File: src/rtl/clock_display_scan.sv
// Six-digit multiplexed HH:MM:SS display driver: scans one digit slot per
// SCAN_DIV cycles, snapshots the time once per frame and converts it to BCD.
module clock_display_scan #(
  parameter int unsigned SCAN_DIV = 1000,
  parameter int unsigned DEAD     = 8
) (
  input  logic       ap_clk,
  input  logic       ap_rst_n,
  input  logic [7:0] hh,
  input  logic [7:0] mm,
  input  logic [7:0] ss,
  input  logic       blank,
  output logic [6:0] seg,
  output logic       dp,
  output logic [5:0] dig_en,
  output logic       range_err
);

  localparam logic [15:0] PRESC_TC = 16'(SCAN_DIV - 1);
  localparam logic [15:0] DEAD_CNT = 16'(DEAD);

  typedef enum logic [1:0] {
    IDLE   = 2'd0,
    CONV_H = 2'd1,
    CONV_M = 2'd2,
    CONV_S = 2'd3
  } conv_state_e;

  // One double-dabble iteration on {tens, units, binary}; hundreds are never
  // needed because any value above 99 is out of range and shown as a dash.
  function automatic logic [15:0] dabble_step(input logic [15:0] v);
    logic [15:0] a;
    a = v;
    for (int n = 0; n < 2; n++) begin
      if (a[8 + 4*n +: 4] >= 4'd5) a[8 + 4*n +: 4] = a[8 + 4*n +: 4] + 4'd3;
      else                         a[8 + 4*n +: 4] = a[8 + 4*n +: 4];
    end
    return {a[14:0], 1'b0};
  endfunction

  function automatic logic [6:0] seg_code(input logic [3:0] d);
    case (d)
      4'd0:    return 7'h3F;
      4'd1:    return 7'h06;
      4'd2:    return 7'h5B;
      4'd3:    return 7'h4F;
      4'd4:    return 7'h66;
      4'd5:    return 7'h6D;
      4'd6:    return 7'h7D;
      4'd7:    return 7'h07;
      4'd8:    return 7'h7F;
      4'd9:    return 7'h6F;
      default: return 7'h00;
    endcase
  endfunction

  logic [15:0] presc_q, presc_d;
  logic [2:0]  idx_q, idx_d;
  logic        frame_start_s;
  logic [7:0]  snap_h_q, snap_m_q, snap_s_q;
  conv_state_e state_q, state_d;
  logic [2:0]  iter_q, iter_d;
  logic [15:0] sh_q, sh_d, step_s;
  logic [7:0]  field_s, limit_s;
  logic [1:0]  fld_s;
  // Digit i lives at [4*i +: 4]; digit 0 is hours tens.
  logic [23:0] conv_dig_q, conv_dig_d, disp_dig_q;
  logic [2:0]  conv_err_q, conv_err_d, disp_err_q;
  logic [3:0]  digit_s;
  logic        bad_s;
  logic [5:0]  onehot_s;
  logic [6:0]  seg_d;
  logic        dp_d, range_err_d;
  logic [5:0]  dig_en_d;

  assign frame_start_s = (presc_q == PRESC_TC) && (idx_q == 3'd5);

  // Prescaler and slot index next state
  always_comb begin
    presc_d = presc_q;
    idx_d   = idx_q;
    if (presc_q == PRESC_TC) begin
      presc_d = 16'd0;
      if (idx_q == 3'd5) idx_d = 3'd0;
      else               idx_d = idx_q + 3'd1;
    end else begin
      presc_d = presc_q + 16'd1;
    end
  end

  // Prescaler and slot index registers
  always_ff @(posedge ap_clk or negedge ap_rst_n) begin
    if (!ap_rst_n) begin
      presc_q <= 16'd0;
      idx_q   <= 3'd0;
    end else begin
      presc_q <= presc_d;
      idx_q   <= idx_d;
    end
  end

  // Conversion FSM: next state and datapath
  always_comb begin
    state_d    = state_q;
    iter_d     = iter_q;
    sh_d       = sh_q;
    conv_dig_d = conv_dig_q;
    conv_err_d = conv_err_q;
    case (state_q)
      CONV_H:  begin field_s = snap_h_q; limit_s = 8'd23; fld_s = 2'd0; end
      CONV_M:  begin field_s = snap_m_q; limit_s = 8'd59; fld_s = 2'd1; end
      CONV_S:  begin field_s = snap_s_q; limit_s = 8'd59; fld_s = 2'd2; end
      default: begin field_s = 8'd0;     limit_s = 8'd0;  fld_s = 2'd0; end
    endcase
    if (iter_q == 3'd0) step_s = dabble_step({8'd0, field_s});
    else                step_s = dabble_step(sh_q);
    if (state_q == IDLE) begin
      iter_d = 3'd0;
      if (frame_start_s) state_d = CONV_H;
      else               state_d = IDLE;
    end else begin
      sh_d   = step_s;
      iter_d = iter_q + 3'd1;
      if (iter_q == 3'd7) begin
        conv_dig_d[{fld_s, 3'b000} +: 8] = {step_s[11:8], step_s[15:12]};
        conv_err_d[fld_s] = (field_s > limit_s);
        case (state_q)
          CONV_H:  state_d = CONV_M;
          CONV_M:  state_d = CONV_S;
          default: state_d = IDLE;
        endcase
      end else begin
        state_d = state_q;
      end
    end
  end

  // Conversion FSM and result registers
  always_ff @(posedge ap_clk or negedge ap_rst_n) begin
    if (!ap_rst_n) begin
      state_q    <= IDLE;
      iter_q     <= 3'd0;
      sh_q       <= 16'd0;
      conv_dig_q <= 24'd0;
      conv_err_q <= 3'd0;
    end else begin
      state_q    <= state_d;
      iter_q     <= iter_d;
      sh_q       <= sh_d;
      conv_dig_q <= conv_dig_d;
      conv_err_q <= conv_err_d;
    end
  end

  // Frame-start snapshot of the inputs and commit of last frame's conversion
  always_ff @(posedge ap_clk or negedge ap_rst_n) begin
    if (!ap_rst_n) begin
      snap_h_q   <= 8'd0;
      snap_m_q   <= 8'd0;
      snap_s_q   <= 8'd0;
      disp_dig_q <= 24'd0;
      disp_err_q <= 3'd0;
    end else if (frame_start_s) begin
      snap_h_q   <= hh;
      snap_m_q   <= mm;
      snap_s_q   <= ss;
      disp_dig_q <= conv_dig_q;
      disp_err_q <= conv_err_q;
    end else begin
      snap_h_q   <= snap_h_q;
      snap_m_q   <= snap_m_q;
      snap_s_q   <= snap_s_q;
      disp_dig_q <= disp_dig_q;
      disp_err_q <= disp_err_q;
    end
  end

  // Output decode for the current slot
  always_comb begin
    case (idx_q)
      3'd0:    begin digit_s = disp_dig_q[3:0];   bad_s = disp_err_q[0]; onehot_s = 6'b000001; end
      3'd1:    begin digit_s = disp_dig_q[7:4];   bad_s = disp_err_q[0]; onehot_s = 6'b000010; end
      3'd2:    begin digit_s = disp_dig_q[11:8];  bad_s = disp_err_q[1]; onehot_s = 6'b000100; end
      3'd3:    begin digit_s = disp_dig_q[15:12]; bad_s = disp_err_q[1]; onehot_s = 6'b001000; end
      3'd4:    begin digit_s = disp_dig_q[19:16]; bad_s = disp_err_q[2]; onehot_s = 6'b010000; end
      3'd5:    begin digit_s = disp_dig_q[23:20]; bad_s = disp_err_q[2]; onehot_s = 6'b100000; end
      default: begin digit_s = 4'd0;              bad_s = 1'b0;          onehot_s = 6'b000000; end
    endcase
    if (bad_s) seg_d = 7'h40;
    else       seg_d = seg_code(digit_s);
    if (!blank && (presc_q >= DEAD_CNT)) dig_en_d = onehot_s;
    else                                 dig_en_d = 6'd0;
    // Seconds parity equals the parity of its units digit.
    dp_d        = ((idx_q == 3'd1) || (idx_q == 3'd3)) && !disp_dig_q[20];
    range_err_d = |disp_err_q;
  end

  // Registered display outputs
  always_ff @(posedge ap_clk or negedge ap_rst_n) begin
    if (!ap_rst_n) begin
      seg       <= 7'd0;
      dp        <= 1'b0;
      dig_en    <= 6'd0;
      range_err <= 1'b0;
    end else begin
      seg       <= seg_d;
      dp        <= dp_d;
      dig_en    <= dig_en_d;
      range_err <= range_err_d;
    end
  end

endmodule

File: config.mk
export PLATFORM = sky130hd
export DESIGN_NAME = clock_display_scan
export DESIGN_NICKNAME = d
export VERILOG_FILES = /design/src/rtl/clock_display_scan.sv
export SDC_FILE = /design/constraint.sdc
export NUM_CORES = 1
export LEC_CHECK = 0
export CORE_MARGIN = 2
export CORE_UTILIZATION = 40
export CTS_CLUSTER_DIAMETER = 150
export DETAILED_ROUTE_END_ITERATION = 8
export PLACE_DENSITY = 0.61
export SETUP_SLACK_MARGIN = 0.02
export SLEW_MARGIN = 20
export SYNTH_ARGS = -nofsm -noshare
export SYNTH_HDL_FRONTEND = slang
export SYNTH_SLANG_ARGS = --single-unit
File: constraint.sdc
create_clock -name ap_clk -period 2.4 [get_ports ap_clk]
set_clock_uncertainty 0.1 [all_clocks]
set_input_delay 0.48 -clock ap_clk [delete_from_list [all_inputs] [get_ports ap_clk]]
set_output_delay 0.48 -clock ap_clk [all_outputs]
set_load 0.005 [all_outputs]
# After elaboration in Yosys (flattened, before gate mapping)
# Memories as Yosys holds them, arrays and structs flattened.
# Index checks and enable logic that the tools add are counted.
[word_totals]
mem_bits_ro = 112
memories = 1
ff_bits = 133
inputBits = 27
elab_cells = 81
[mem_list]
columns = ["memory", "depth", "word_bits", "rd", "rd_clocked_by_memory_dff", "wr", "line", "source"]
rows = [
  ["(name not given)", 16, 7, 1, 0, 0, "42", "case (d)"],
]
[classes]
shift = 2
n_reduce_logical = 17
n_eq_ne = 10
n_mux = 22
n_lt_le_gt_ge = 6
addsub = 6
bitwise_logic = 1
[ops]
columns = ["operator", "n"]
rows = [
  ["6-bit case mux with 6 select lines", 1],
  ["16-bit two-way mux", 2],
  ["24-bit bitwise mux", 1],
  ["4-bit case mux with 6 select lines", 1],
  ["8-bit case mux with 3 select lines", 1],
  ["8-bit by 7-bit variable shift with 24-bit output (first input constant)", 1],
  ["8-bit by 7-bit indexed part select with 24-bit output", 1],
  ["16-bit by 1-bit adder with 16-bit output (second input constant)", 1],
  ["16-bit by 10-bit == test with 1-bit output (second input constant)", 1],
  ["16-bit by 4-bit greater-or-equal comparator with 1-bit output (second input constant)", 1],
  ["6-bit case mux with 2 select lines", 1],
  ["3-bit == test (second input constant)", 3],
  ["3-bit two-way mux", 3],
  ["4-bit by 3-bit greater-or-equal comparator with 1-bit output (second input constant)", 2],
  ["8-bit > comparator", 1],
  ["2-bit case mux with 2 select lines", 2],
  ["2-bit OR reduction", 4],
  ["7-bit two-way mux", 1],
  ["5-bit negation with 7-bit output", 1],
  ["3-bit by 1-bit adder with 3-bit output (second input constant)", 2],
  ["3-bit by 2-bit == test with 1-bit output (second input constant)", 2],
  ["3-bit zero test", 2],
  ["6-bit two-way mux", 1],
  ["4-bit by 2-bit adder with 4-bit output (second input constant)", 1],
  ["20 further kinds", 27],
]

# Logic depth before layout (Yosys ltp)
# Gate-level depths: netlist of run 1.
[logic_depth]
depth_word = 7
ltp_mapped = 11

# Worst setup path after synthesis of run 1
# No wires, ideal clock.
[synth_timing]
path_type = "register -> register"
from = "register state_q[0]"
to = "register conv_err_q[0]"
path_stages_with_launch = 12
path_buffers = 1
period_less_slack_ns = 2.531
slack_ns = -0.131
t_arrival_ns = 2.306
setup_ns = 0.125
t_required_ns = 2.175
path_cell_list = "dfrtp_1 > inv_1 > ha_1 > clkbuf_1 > a222oi_1 > nor2_1 > ha_1 > a21oi_1 > a211oi_1 > a211oi_1 > a41oi_1 > mux2_2"
[synth_via]
elab_chain_cells = 7
elab_cells_between_ends = 17
[synth_rtl]
columns = ["item", "line", "source"]
rows = [
  ["start, declared", "61", "conv_state_e state_q, state_d;"],
  ["start signal, assigned", "147", "state_q <= state_d;"],
  ["2-bit == test", "109", "case (state_q)"],
  ["2-bit case mux with 2 select lines", "109", ""],
  ["2-bit by 3-bit < comparator with 1-bit output / 2-bit by 1-bit greater-or-equal comparator with 1-bit output (equally long branches)", "126", "conv_err_d[fld_s] = (field_s > limit_s);"],
  ["1-bit logical AND (implied by the code)", "126", ""],
  ["1-bit two-way mux (implied by the code)", "126", ""],
  ["1-bit demux with 2-bit select", "126", ""],
  ["3-bit bitwise mux", "126", ""],
  ["end signal, assigned", "151", "conv_err_q <= conv_err_d;"],
  ["end, declared", "68", "logic [2:0] conv_err_q, conv_err_d, disp_err_q;"],
]
# Parallel ways exist; a longest one is shown, timed or not.
# A chain may end at the register's enable or synchronous reset.

# Final worst setup path of run 1
[layout_timing]
from = "register state_q[1]"
to = "register conv_err_q[1]"
# Same word-level chain as after synthesis.

==> flow_results.org, run 1 <==
** Status
- Result of the run :: finished, violations left
- The checks that failed: negative setup slack.

** STA
- Worst-Margin Slew :: 0.535 ns
- After layout, the minimum clock period comes to 2.55 ns.
- The final number of max-transition violations is 0.
- Setup violations remaining at the end of the flow were counted as 3.
- Number of failing hold endpoints at the final stage :: 0
- Headroom to the max-slew limit :: 64.4%
- Static timing analysis puts the maximum clock frequency at 392 MHz.
- In the post-route analysis, the smallest setup slack over all paths is -0.149 ns.
- Setup repair after global routing could not meet its margin everywhere.
- Fin crit share :: 106%

** Power
- Internal Power :: 4.03 mW
- In this run the power density over the cells is 647 mW/mm2.
- Proportion of power drawn by flip-flops and latches :: 44.8%
- In this run the static leakage power is 3.67 nW.
- The share of total power dissipated in the clock network is 52.7%.
- Per report_power, the combinational group accounts for 2.5% of the total.
- Max IR drop VDD :: 0.495 mV
- Fraction of power spent switching nets :: 20.2%
- In this run the power spent charging and discharging nets is 1.02 mW.

** Routing
- The final route contains 4273 vias.
- After the first detailed-routing iteration, the DRC count stood at 258.
- The first detailed-routing pass ran for 5 iterations.
- Number of design rule violations left after detail routing :: 0
- Post-route ant nets :: 0
- Avg WL per Cell :: 16.1 um
- In the routed layout, each cell is associated on average with a via count of 5.28.
- Total Routed Length :: 13000 um

** Yosys
- In this run the mean area of a mapped cell was 11.7 um2.
- Async set or reset register ratio after synthesis :: 100%
- Main combinational cell family by area after synthesis :: multiplexers
- Synthesis produced 528 cells.
- For this run, the leading register cell type out of synthesis is dfrtp_1.
- Portion of netlist area occupied by mux cells :: 14.0%
- Cell type contributing the most total cell area after synthesis :: dfrtp_1
- In this run, synthesis inferred 0 flip-flops with an integrated enable.
- Share of synthesized area occupied by flip-flops and latches :: 53.3%
- The Yosys step of the flow raised 0 warnings.
- Yosys top cell area share :: 53.3%
- After synthesis, the netlist uses 50 different library cells.
- After synthesis the cells add up to 0.00620 mm2.
- Post-Syn Nets :: 578
- The synthesized netlist devotes 9.33% of its cell area to compound gates.
- Of the total synthesized cell area, the portion taken by AND, OR, NAND and NOR gates is 13.0%.
- Adder-cell share of the synthesized area :: 4.64%
- Synth Register Bits :: 132
- Sorting the synthesized cells by area gives the leading types as dfrtp_1 (53%), mux2_4 (12%), ha_1 (4.6%).
- Synth Area in XOR/XNOR :: 2.54%

** Clock network
- No sink is reached through more buffers than the 2 on the longest clock path.
- H-Tree Depth :: 4
- Clock tree from TritonCTS :: built
- Clock Sink Count :: 132
- In this run the clock root is driven by a clkbuf_16.
- Number of buffers created by CTS :: 17
- Clock network latency to the later pin of the worst-skew pair :: 0.41 ns
- Clock-pin slew was measured on the worst setup and hold paths at 0.06 ns.

** Worst hold path
- Worst min-delay path class :: in2async

** Placement
- The congestion estimate from routability-driven global placement came to 0.870.
- Prior to clock tree synthesis, the placed netlist has a worst setup slack of -0.115 ns.
- The placed instances occupy a cell area of 0.00709 mm2.
- Number of cells in the design after placement :: 771
- After legalization and detailed placement, the total HPWL measured 9110 um.
- Port-buffer cells :: 41

** Layout
- Once layout is done, the placed cells without fillers occupy 0.00782 mm2.
- Share of layout cells above drive strength 1 :: 24.8%
- The count of cells in the finished layout, fillers not included, comes to 810.
- At the end of the flow, the number of nets in the layout was 659.
- Filler instances :: 1260
- The library cell used most frequently in the layout, excluding fill and tap cells, is dfrtp_1.
- Most frequent cells in the layout :: dfrtp_1 (128), nand2_1 (61), mux2_4 (51), o21ai_0 (43)
- The number of antenna diodes in the final layout is 0.
- The area growth from synthesis to layout is 26.1%.

** Global route
- Antenna violations before repair :: 0
- Largest net degree at the start of global routing :: 82
- Global routing finished with a remaining overflow of 0.
- Global-route wire length before repair :: 21900 um
- The number of global-route vias before repair came to 4408.
- Global router's overall resource usage :: 16.8%

** Setup path
- Maximum fanout along the worst path :: 5
- The setup check on the worst reg-to-reg path leaves a slack of -0.15 ns.
- Data on the critical path arrives at its endpoint at 2.74 ns.
- Terminus of the critical flop-to-flop path :: conv_err_q[1]
- Counting cells, the worst reg-to-reg path comes to 10.
- Setup crit end kind :: flip-flop
- The worst setup path is launched from a flip-flop.
- The worst setup path is of the reg2reg kind.
- STA puts the critical path data required time at 2.60 ns.
- Reg2reg start :: state_q[1]

** Die
- The die is 128 um wide.
- After floorplanning, the core was sized to cover 0.0151 mm2.
- The initial utilization of the core area, before any placement, comes to 40.9%.
- The die covers 0.0165 mm2.
- The die is 128 um tall.
- Row Count :: 45
- Number of I/O pins :: 42

** Flow run
- Max_cap viols :: 0
[cells by family (layout without fill, tap and decap cells)]
kind of cell | Yosys count | in the layout
AOI/OAI and AO/OA | 93 | 93
xor gates and xnor gates | 18 | 18
adders and majority gates | 23 | 23
buffers and inverters | 42 | 136
DFF | 132 | 132
muxes | 61 | 61
and+or+nand+nor | 159 | 159
[worst max-delay path, stage by stage (launching register included)]
cell and delay, ns:
dfrtp_2 0.46, inv_4 0.06, ha_4 0.17, a222oi_1 0.40
nor2_1 0.11, ha_1 0.34, a21oi_2 0.16, a211oi_2 0.06
a211oi_2 0.18, a41oi_2 0.08, mux2_4 0.30
[metal layers]
layer	track usage, %	vias up	part of all wire (%)
met2	27.5	100	48
met1	21.4	2114	46
met3	4.86	22	3.8
li1	-	2037	-
met5	0	-	0
met4	6.14	0	2.2
[sequential cells by signal, indices dropped and copies added (netlist names)]
| register | cells |
|---|---|
| snap_m_q | 8 |
| disp_dig_q | 24 |
| iter_q | 3 |
| conv_err_q | 3 |
| idx_q | 3 |
| seg | 7 |
| conv_dig_q | 24 |
| dig_en | 6 |
| state_q | 2 |
| dp | 1 |
| disp_err_q | 3 |
| range_err | 1 |
| snap_h_q | 8 |
| presc_q | 16 |
| sh_q | 15 |
| snap_s_q | 8 |
[what timing repair did]
item / in CTS / in global routing
hold buffers: 1 / 0
setup endpoints to repair: 3 / 26
resized for setup: 0 / 15
setup buffers: 3 / 3
endpoints found under the hold margin: 7 / 0
pin swaps: 3 / 5
[synthesized netlist by cell type, drive strengths merged (4+ instances only)]
library cell and count:
clkbuf 17, ha 23, a21oi 19, nand3b 6, a222oi 9, and3 4, nand2 61, o21ai 43
xnor2 7, mux2i 5, nor3 15, mux2 56, inv 17, nor4 6, nor2 25, xor2 11
nand3 13, dfrtp 132, or3 4, buf 7, nor2b 5, nand2b 4
[area by class of cell]
class                      count  area [um2]  share of cell area, %
timing repair buffer          86         802                   10.3
clock inverter                 9         126                   1.62
multi-input combinational    354        2800                   35.8
clock buffer                  23         478                   6.12
tap                          188         235                   3.01
sequential                   132        3310                   42.3
inverter                      18        70.1                  0.897
[power by group through the flow]
stage / Clock, mW / Sequential, mW / Combinational, mW
detailed placement: 0 / 2.30 / 0.132
global route: 2.81 / 2.26 / 0.144
floorplan: 0 / 2.30 / 0.0316
finish: 2.66 / 2.26 / 0.129
CTS: 2.70 / 2.26 / 0.134
global placement: 0 / 2.30 / 0.127
[how the worst max path moves through the flow]
stage          cells after the start  startpoint            end
2_1_floorplan                     11  state_q[1]  conv_err_q[0]
3_3_place_gp                       9  state_q[1]  conv_err_q[1]
3_5_place_dp                       9  state_q[1]  conv_err_q[1]
4_1_cts                            9  state_q[1]  conv_err_q[1]
5_1_grt                           10  state_q[1]  conv_err_q[1]
6_report                          10  state_q[1]  conv_err_q[1]
[per-stage QoR]
stage / hold slack (ns) / util (%) / TNS (ns) / power, mW
global placement: 0.222 / 46.8 / -0.0824 / 2.43
detailed placement: 0.222 / 46.8 / -0.318 / 2.43
global route: 0.336 / 51.6 / -0.885 / 5.21
finish: 0.342 / 51.6 / -0.424 / 5.05
CTS: 0.335 / 51.0 / -0.375 / 5.10
floorplan: 0.0844 / - / -0.0851 / 2.33
No activity file was read; power rests on OpenSTA's default activity.
==> run 2: changes to the inputs <==
TNS_END_PERCENT = 1   (was not set)
==> run 2 against run 1 <==
Effect of this change: the flow still finishes with violations (negative setup slack); critical path depth decreased by 1; sequential share of layout area decreased by 0.14 points; total power increased by 5.6%; combinational power about the same; largest cell class unchanged.
==> flow_results.org, run 2 (synthesized netlist as in run 1, its figures left out) <==
** Status
- Result of the run: finished, violations left (unchanged).
- Violated checks: negative setup slack (unchanged).

** Layout
- Share of layout cells above drive strength 1 :: 24.2% (was 24.8%)
- Leading registers by flop count: conv_dig_q x24, disp_dig_q x24, presc_q x16 (unchanged).
- Count of nets after finishing :: 658 (was 659)
- The count of filler cells inserted in the layout was 1267 (was 1260).
- Commonest non-fill, non-tap cell in the layout :: dfrtp_1 (unchanged)
- Area Growth Syn to Fin :: 26.5% (was 26.1%)
- Most frequent cells in the layout :: dfrtp_1 (129), nand2_1 (61), mux2_4 (50), o21ai_0 (43) (was dfrtp_1 (128), nand2_1 (61), mux2_4 (51), o21ai_0 (43))
- The filler-free cell count of the finished design came to 809 (was 810).
- Count of inserted antenna diode cells :: 0 (unchanged)

** Global route
- Vias in the first global route :: 4326 (was 4408)
- Remaining global-route overflow :: 0 (unchanged)
- Largest net degree at the start of global routing :: 58 (was 82)
- Antenna violations before repair :: 0 (unchanged)
- The global-route usage over all layers came to 17.1% (was 16.8%).
- The wire length of the first global-routing pass is 22000 um (was 21900 um).

** Routing
- Via density :: 5.31 (was 5.28)
- Number of design-rule violations left by the first detailed-router iteration :: 366 (was 258)
- Avg WL per Cell :: 16.4 um (was 16.1 um)
- Detailed-routing iteration count for the pre-antenna-repair pass :: 5 (unchanged)
- Total Routed Length :: 13200 um (was 13000 um)
- The count of unresolved DRC violations after routing was 0 (unchanged).
- The total number of vias was 4298 (was 4273).
- The post-route antenna net violation count came to 0 (unchanged).

** Die
- Row Count :: 45 (unchanged)
- The die span in x came to 128 um (unchanged).
- The initial cell density of the core came to 40.9% (unchanged).
- Die H :: 128 um (unchanged)
- Core Region :: 0.0151 mm2 (unchanged)
- The I/O pin total was 42 (unchanged).
- Total die area :: 0.0165 mm2 (unchanged)

** Power
- Cell Pwr Density :: 681 mW/mm2 (was 647 mW/mm2)
- The overall power is 5.34 mW (was 5.05 mW).
- The static leakage is 3.69 nW (was 3.67 nW).
- The highest ir drop seen on vdd was 0.605 mV (was 0.495 mV).

** Clock network
- Clock Tree Root :: clkbuf_16 (unchanged)
- The CTS tree is built (unchanged).
- The number of H-tree levels came to 4 (unchanged).
- The clock-pin slew on the worst setup and hold paths was 0.06 ns (about the same).
- The number of buffers created by CTS came to 17 (unchanged).
- Maximum root-to-sink buffer count :: 2 (unchanged)
- Clock network latency to the later pin of the worst-skew pair :: 0.42 ns (was 0.41 ns)
- Clock Sink Count :: 132 (unchanged)

** Flow run
- The number of maximum-capacitance violations came to 0 (unchanged).

** Setup path
- The critical path launch point type is a flip-flop (unchanged).
- The delay of the slowest cell on the worst path came to 0.46 ns (about the same).
- The critical path's most frequent cell is a211oi_2 (unchanged).
- Cell-by-cell listing of the critical path :: ha_4, a222oi_1, nor2_1, ha_1, a21oi_2, a211oi_2, a211oi_2, a41oi_2, mux2_4 (was inv_4, ha_4, a222oi_1, nor2_1, ha_1, a21oi_2, a211oi_2, a211oi_2, a41oi_2, mux2_4)
- The element type at the critical path end is a flip-flop (unchanged).
- Worst path required time :: 2.60 ns (about the same)
- Maximum fanout along the worst path :: 5 (unchanged)
- The classification of the worst setup path is reg2reg (unchanged).
- The cell type of the slowest stage on the worst timing path was dfrtp_2 (unchanged).
- The depth of the most critical reg-to-reg path came to 9 (was 10).
- The arrival time at the worst endpoint was 2.78 ns (was 2.74 ns).

** Placement
- The worst-case setup slack after placement is -0.151 ns (was -0.115 ns).
- Port-buffer cells :: 41 (unchanged)
- The cell count after placement came to 769 (was 771).
- The routability congestion estimate from global placement is 0.894 (was 0.870).
- Half-perimeter wire length of the detailed placement result :: 9210 um (was 9110 um)

** STA
- Number of failing hold endpoints at the final stage :: 0 (unchanged)
- RSZ-0062 raised after global routing: yes (unchanged).
- The final worst-path setup slack is -0.180 ns (was -0.149 ns).
- The achievable frequency came to 388 MHz (was 392 MHz).
- The final number of max-transition violations was 0 (unchanged).
- Total setup violations reported at the end of the flow :: 3 (unchanged)
- Fin crit share :: 107% (was 106%)
- Time the worst path needs with I/O delays and setup :: 2.58 ns (was 2.55 ns)
- The slew at the pin closest to its max-slew limit is 0.638 ns (was 0.535 ns).
- Headroom to the max-slew limit :: 57.5% (was 64.4%)
- The total negative slack for setup checks came to -0.523 ns (was -0.424 ns).
- Final-layout worst hold slack :: 0.356 ns (was 0.342 ns)

** Worst hold path
- The worst hold-check path type is reg2reg (was in2async).
- Along the worst hold path, the cell count comes to 1.
-- run 2: cell count changes in the layout (fill, tap and decap cells not counted), sizes merged --
cell    previous run  this run
bufinv             3         6
buf               45        44
clkinv             5         6
clkbuf            23        19
-- run 2: critical path: cells and delay by family, from the launching register on --
family,cells,cell delay (ns)
compound gates,5,0.94
fa+ha+maj,2,0.53
flops,1,0.46
mux,1,0.30
simple gates,1,0.11
-- run 2: final timing paths --
check | to | start | slack (ns)
setup / recovery | conv_err_q[0] | state_q[0] | -0.18
hold reg to reg | iter_q[0] | iter_q[0] | 0.36
setup reg to reg | conv_err_q[0] | state_q[0] | -0.18
min in group asynchronous | presc_q[4] | ap_rst_n | 0.47
hold / removal | iter_q[0] | iter_q[0] | 0.36
max in group asynchronous | state_q[1] | ap_rst_n | 1.03
-- run 2: metrics by stage --
stage / area (um2) / utilization [%]
final: 7840 / 51.8
after global routing: 7840 / 51.8
after floorplan: 6270 / -
after CTS: 7800 / 51.5
after detailed placement: 7070 / 46.7
after global placement: 7070 / 46.7
-- run 2: final cells by class --
type,count,area [um2],area share [%]
Inverter,18,70.1,0.894
Timing Repair Buffer,85,791,10.1
Tap cell,188,235,3.00
Sequential cell,132,3310,42.2
Multi-Input combinational cell,354,2760,35.3
Clock buffer,19,443,5.65
Clock inverter,13,229,2.92
-- run 2: repair_timing --
action / 4_1_cts / 5_1_grt
endpoints found under the hold margin: 34 / 0
resized for setup: 4 / 3
hold buffers: 1 / 0
pin swaps: 7 / 8
buffers inserted: 3 / 4
setup endpoints to repair: 3 / 8
-- run 2: where the power goes --
part	internal, mW	total, mW	leakage, nW	switching (mW)
combinational	0.0726	0.129	1.62	0.0568
clock	1.98	2.94	0.327	0.968
sequential	2.25	2.26	1.74	0.0165
total	4.30	5.34	3.69	1.04
-- run 2: per-layer routing --
| layer | vias to the layer above | GRT usage, % | share of wire, % |
|---|---|---|---|
| met4 | 0 | 6.53 | 2.1 |
| met3 | 26 | 4.74 | 3.7 |
| met1 | 2132 | 22.3 | 47 |
| met2 | 106 | 27.3 | 48 |
| met5 | - | 0 | 0 |
| li1 | 2034 | - | - |
==> run 3: changes to the inputs <==
REMOVE_ABC_BUFFERS = 1   (was not set)
==> run 3 against run 2 <==
Effect of this change: the flow still finishes with violations (negative setup slack); flip-flop and latch count is the same; cell count is 0.74% lower; first-iteration DRC count decreased by 45%; non-clock buffer count is 3 lower; register-to-register slack better by 0.11 ns; sequential power about the same; core utilization decreased by 0.94 points; count of clock-buffer cells in the layout is 6 higher; critical endpoint is now conv_err_q[2]; largest cell class unchanged; largest power group unchanged; highest routed layer unchanged.
==> flow_results.org, run 3 (synthesized netlist as in run 1, its figures left out) <==
** Layout
- The post-route cell area is 0.00770 mm2 (was 0.00784 mm2).
- The number of antenna repair diodes came to 0 (unchanged).
- The share of post-route cells with drive strength above 1 came to 23.1% (was 24.2%).
- Most frequent cells in the layout :: dfrtp_1 (130), nand2_1 (61), mux2_4 (51), o21ai_0 (43), clkdlybuf4s50_1 (40) (was dfrtp_1 (129), nand2_1 (61), mux2_4 (50), o21ai_0 (43))
- The filler-free cell count of the finished design came to 803 (was 809).
- The area overhead of the layout relative to synthesis is 24.2% (was 26.5%).
- Count of nets after finishing :: 655 (was 658)
- The commonest non-fill, non-tap cell in the layout is dfrtp_1 (unchanged).
- Leading registers by flop count: conv_dig_q x24, disp_dig_q x24, presc_q x16 (unchanged).

** Global route
- The largest net degree at the start of global routing was 40 (was 58).
- Vias in the first global route :: 4245 (was 4326)
- The number of antenna violations at the first check in global routing was 0 (unchanged).
- Global router's overall resource usage :: 16.7% (was 17.1%)
- Remaining global-route overflow :: 0 (unchanged)
- The wire length of the first global-routing pass came to 21500 um (was 22000 um).

** Die
- Row Count :: 45 (unchanged)
- The area of the core is 0.0151 mm2 (unchanged).
- The die footprint is 0.0165 mm2 (unchanged).
- The die span in y came to 128 um (unchanged).
- Die width :: 128 um (unchanged)
- Number of I/O pins :: 42 (unchanged)
- Initial core utilization :: 40.9% (unchanged)

** STA
- The hold violation count in the final report was 0 (unchanged).
- The final worst-path setup slack is -0.0697 ns (was -0.180 ns).
- The relative slew slack came to 50.7% (was 57.5%).
- The time the final worst path needs with I/O delays and setup came to 2.47 ns (was 2.58 ns).
- The achievable frequency is 405 MHz (was 388 MHz).
- The post-route fraction of the period consumed by the critical path was 103% (was 107%).
- Total setup violations reported at the end of the flow :: 3 (unchanged)
- The minimum hold slack came to 0.360 ns (was 0.356 ns).
- RSZ-0062 raised after global routing: yes (unchanged).
- The final number of max-transition violations came to 0 (unchanged).
- Worst-Margin Slew :: 0.732 ns (was 0.638 ns)

** Clock network
- The total clock sinks came to 132 (unchanged).
- Number of buffers created by CTS :: 17 (unchanged)
- Maximum root-to-sink buffer count :: 2 (unchanged)
- The number of H-tree levels came to 4 (unchanged).
- The CTS tree was built (unchanged).
- Clock network latency to the later pin of the worst-skew pair :: 0.41 ns (was 0.42 ns)
- Clock Tree Root :: clkbuf_16 (unchanged)
- The clock-pin slew on the worst setup and hold paths is 0.05 ns (was 0.06 ns).

** Placement
- The area of placed instances is 0.00703 mm2 (was 0.00707 mm2).
- The cell count after placement is 771 (was 769).
- Port-buffer cells :: 41 (unchanged)
- Final estimated routing congestion in global placement :: 0.819 (was 0.894)
- The placed wire-length estimate is 9110 um (was 9210 um).

** Power
- Max IR drop VDD :: 0.541 mV (was 0.605 mV)
- Cell Pwr Density :: 626 mW/mm2 (was 681 mW/mm2)
- The static leakage was 3.62 nW (was 3.69 nW).

** Routing
- The iteration count of the initial detailed-routing pass was 5 (unchanged).
- Number of design-rule violations left by the first detailed-router iteration :: 203 (was 366)
- The total number of vias came to 4154 (was 4298).
- The count of unresolved DRC violations after routing was 0 (unchanged).
- Avg WL per Cell :: 15.9 um (was 16.4 um)
- Post-route ant nets :: 0 (unchanged)
- The average vias per placed instance came to 5.17 (was 5.31).
- Total Routed Length :: 12700 um (was 13200 um)

** Setup path
- The data required time at the worst endpoint is 2.59 ns (was 2.60 ns).
- Critical setup path kind :: reg2reg (unchanged)
- The element type at the critical path end is a flip-flop (unchanged).
- Maximum fanout along the worst path :: 4 (was 5)
- Endpoint arrival time on the critical path :: 2.66 ns (was 2.78 ns)
- The critical path launch point type was a flip-flop (unchanged).

** Worst hold path
- The worst hold-check path type is reg2reg (unchanged).

** Status
- Result of the run: finished, violations left (unchanged).
- Violated checks: negative setup slack (unchanged).

** Flow run
- Max_cap viols :: 0 (unchanged)
run 3: final cells by class:
type | count | area [um2]
well taps | 188 | 235
clock buffers | 25 | 505
flip-flops and latches | 132 | 3310
clock inverters | 4 | 47.5
fillers | 1293 | 7450
repair buffers | 82 | 759
inverters | 18 | 67.6
multi-input cells | 354 | 2780
run 3: path summary, 6_finish.rpt:
check	from	to	slack, ns	depth (start not counted)
hold / removal	iter_q[0]	iter_q[0]	0.36	1
hold reg to reg	iter_q[0]	iter_q[0]	0.36	1
setup reg to reg	state_q[0]	conv_err_q[2]	-0.07	9
max in group asynchronous	ap_rst_n	disp_dig_q[5]	1.11	3
setup / recovery	state_q[0]	conv_err_q[2]	-0.07	9
min in group asynchronous	ap_rst_n	presc_q[10]	0.45	2
run 3: critical path: stages (launching register included):
cell and delay (ns):
dfrtp_2 0.46, ha_4 0.19, a222oi_1 0.41, nor2_1 0.09
ha_1 0.33, a21oi_2 0.16, a211oi_2 0.05, a211oi_2 0.18
a41oi_2 0.08, mux2_4 0.31
run 3: power breakdown:
part / internal [mW] / switching (mW) / total [mW]
clock network: 1.54 / 0.878 / 2.42
registers: 2.25 / 0.0155 / 2.27
logic: 0.0745 / 0.0567 / 0.131
run 3: timing repair:
action,in CTS,in global routing
gates cloned,0,0
hold buffers,1,0
endpoints found under the hold margin,25,0
setup endpoints to repair,3,15
buffers inserted,2,0
pin swaps,7,5
resized for setup,14,7
run 3: routing by layer:
| metal | track usage [%] | share of wire, % | vias up |
|---|---|---|---|
| li1 | - | - | 2024 |
| met1 | 21.0 | 45 | 2033 |
| met2 | 28.7 | 50 | 84 |
| met3 | 4.37 | 3.5 | 13 |
| met4 | 4.85 | 1.1 | 0 |
| met5 | 0 | 0 | - |
run 3: metrics by stage:
step / util (%) / worst slack (ns) / setup TNS (ns) / power [mW]
after floorplan: - / -0.680 / -36.24 / 2.33
after global routing: 50.8 / -0.159 / -0.462 / 4.98
final: 50.8 / -0.0697 / -0.192 / 4.81
after global placement: 46.4 / -0.0794 / -0.237 / 2.43
after CTS: 50.6 / -0.0945 / -0.271 / 4.86
after detailed placement: 46.4 / -0.252 / -0.751 / 2.44
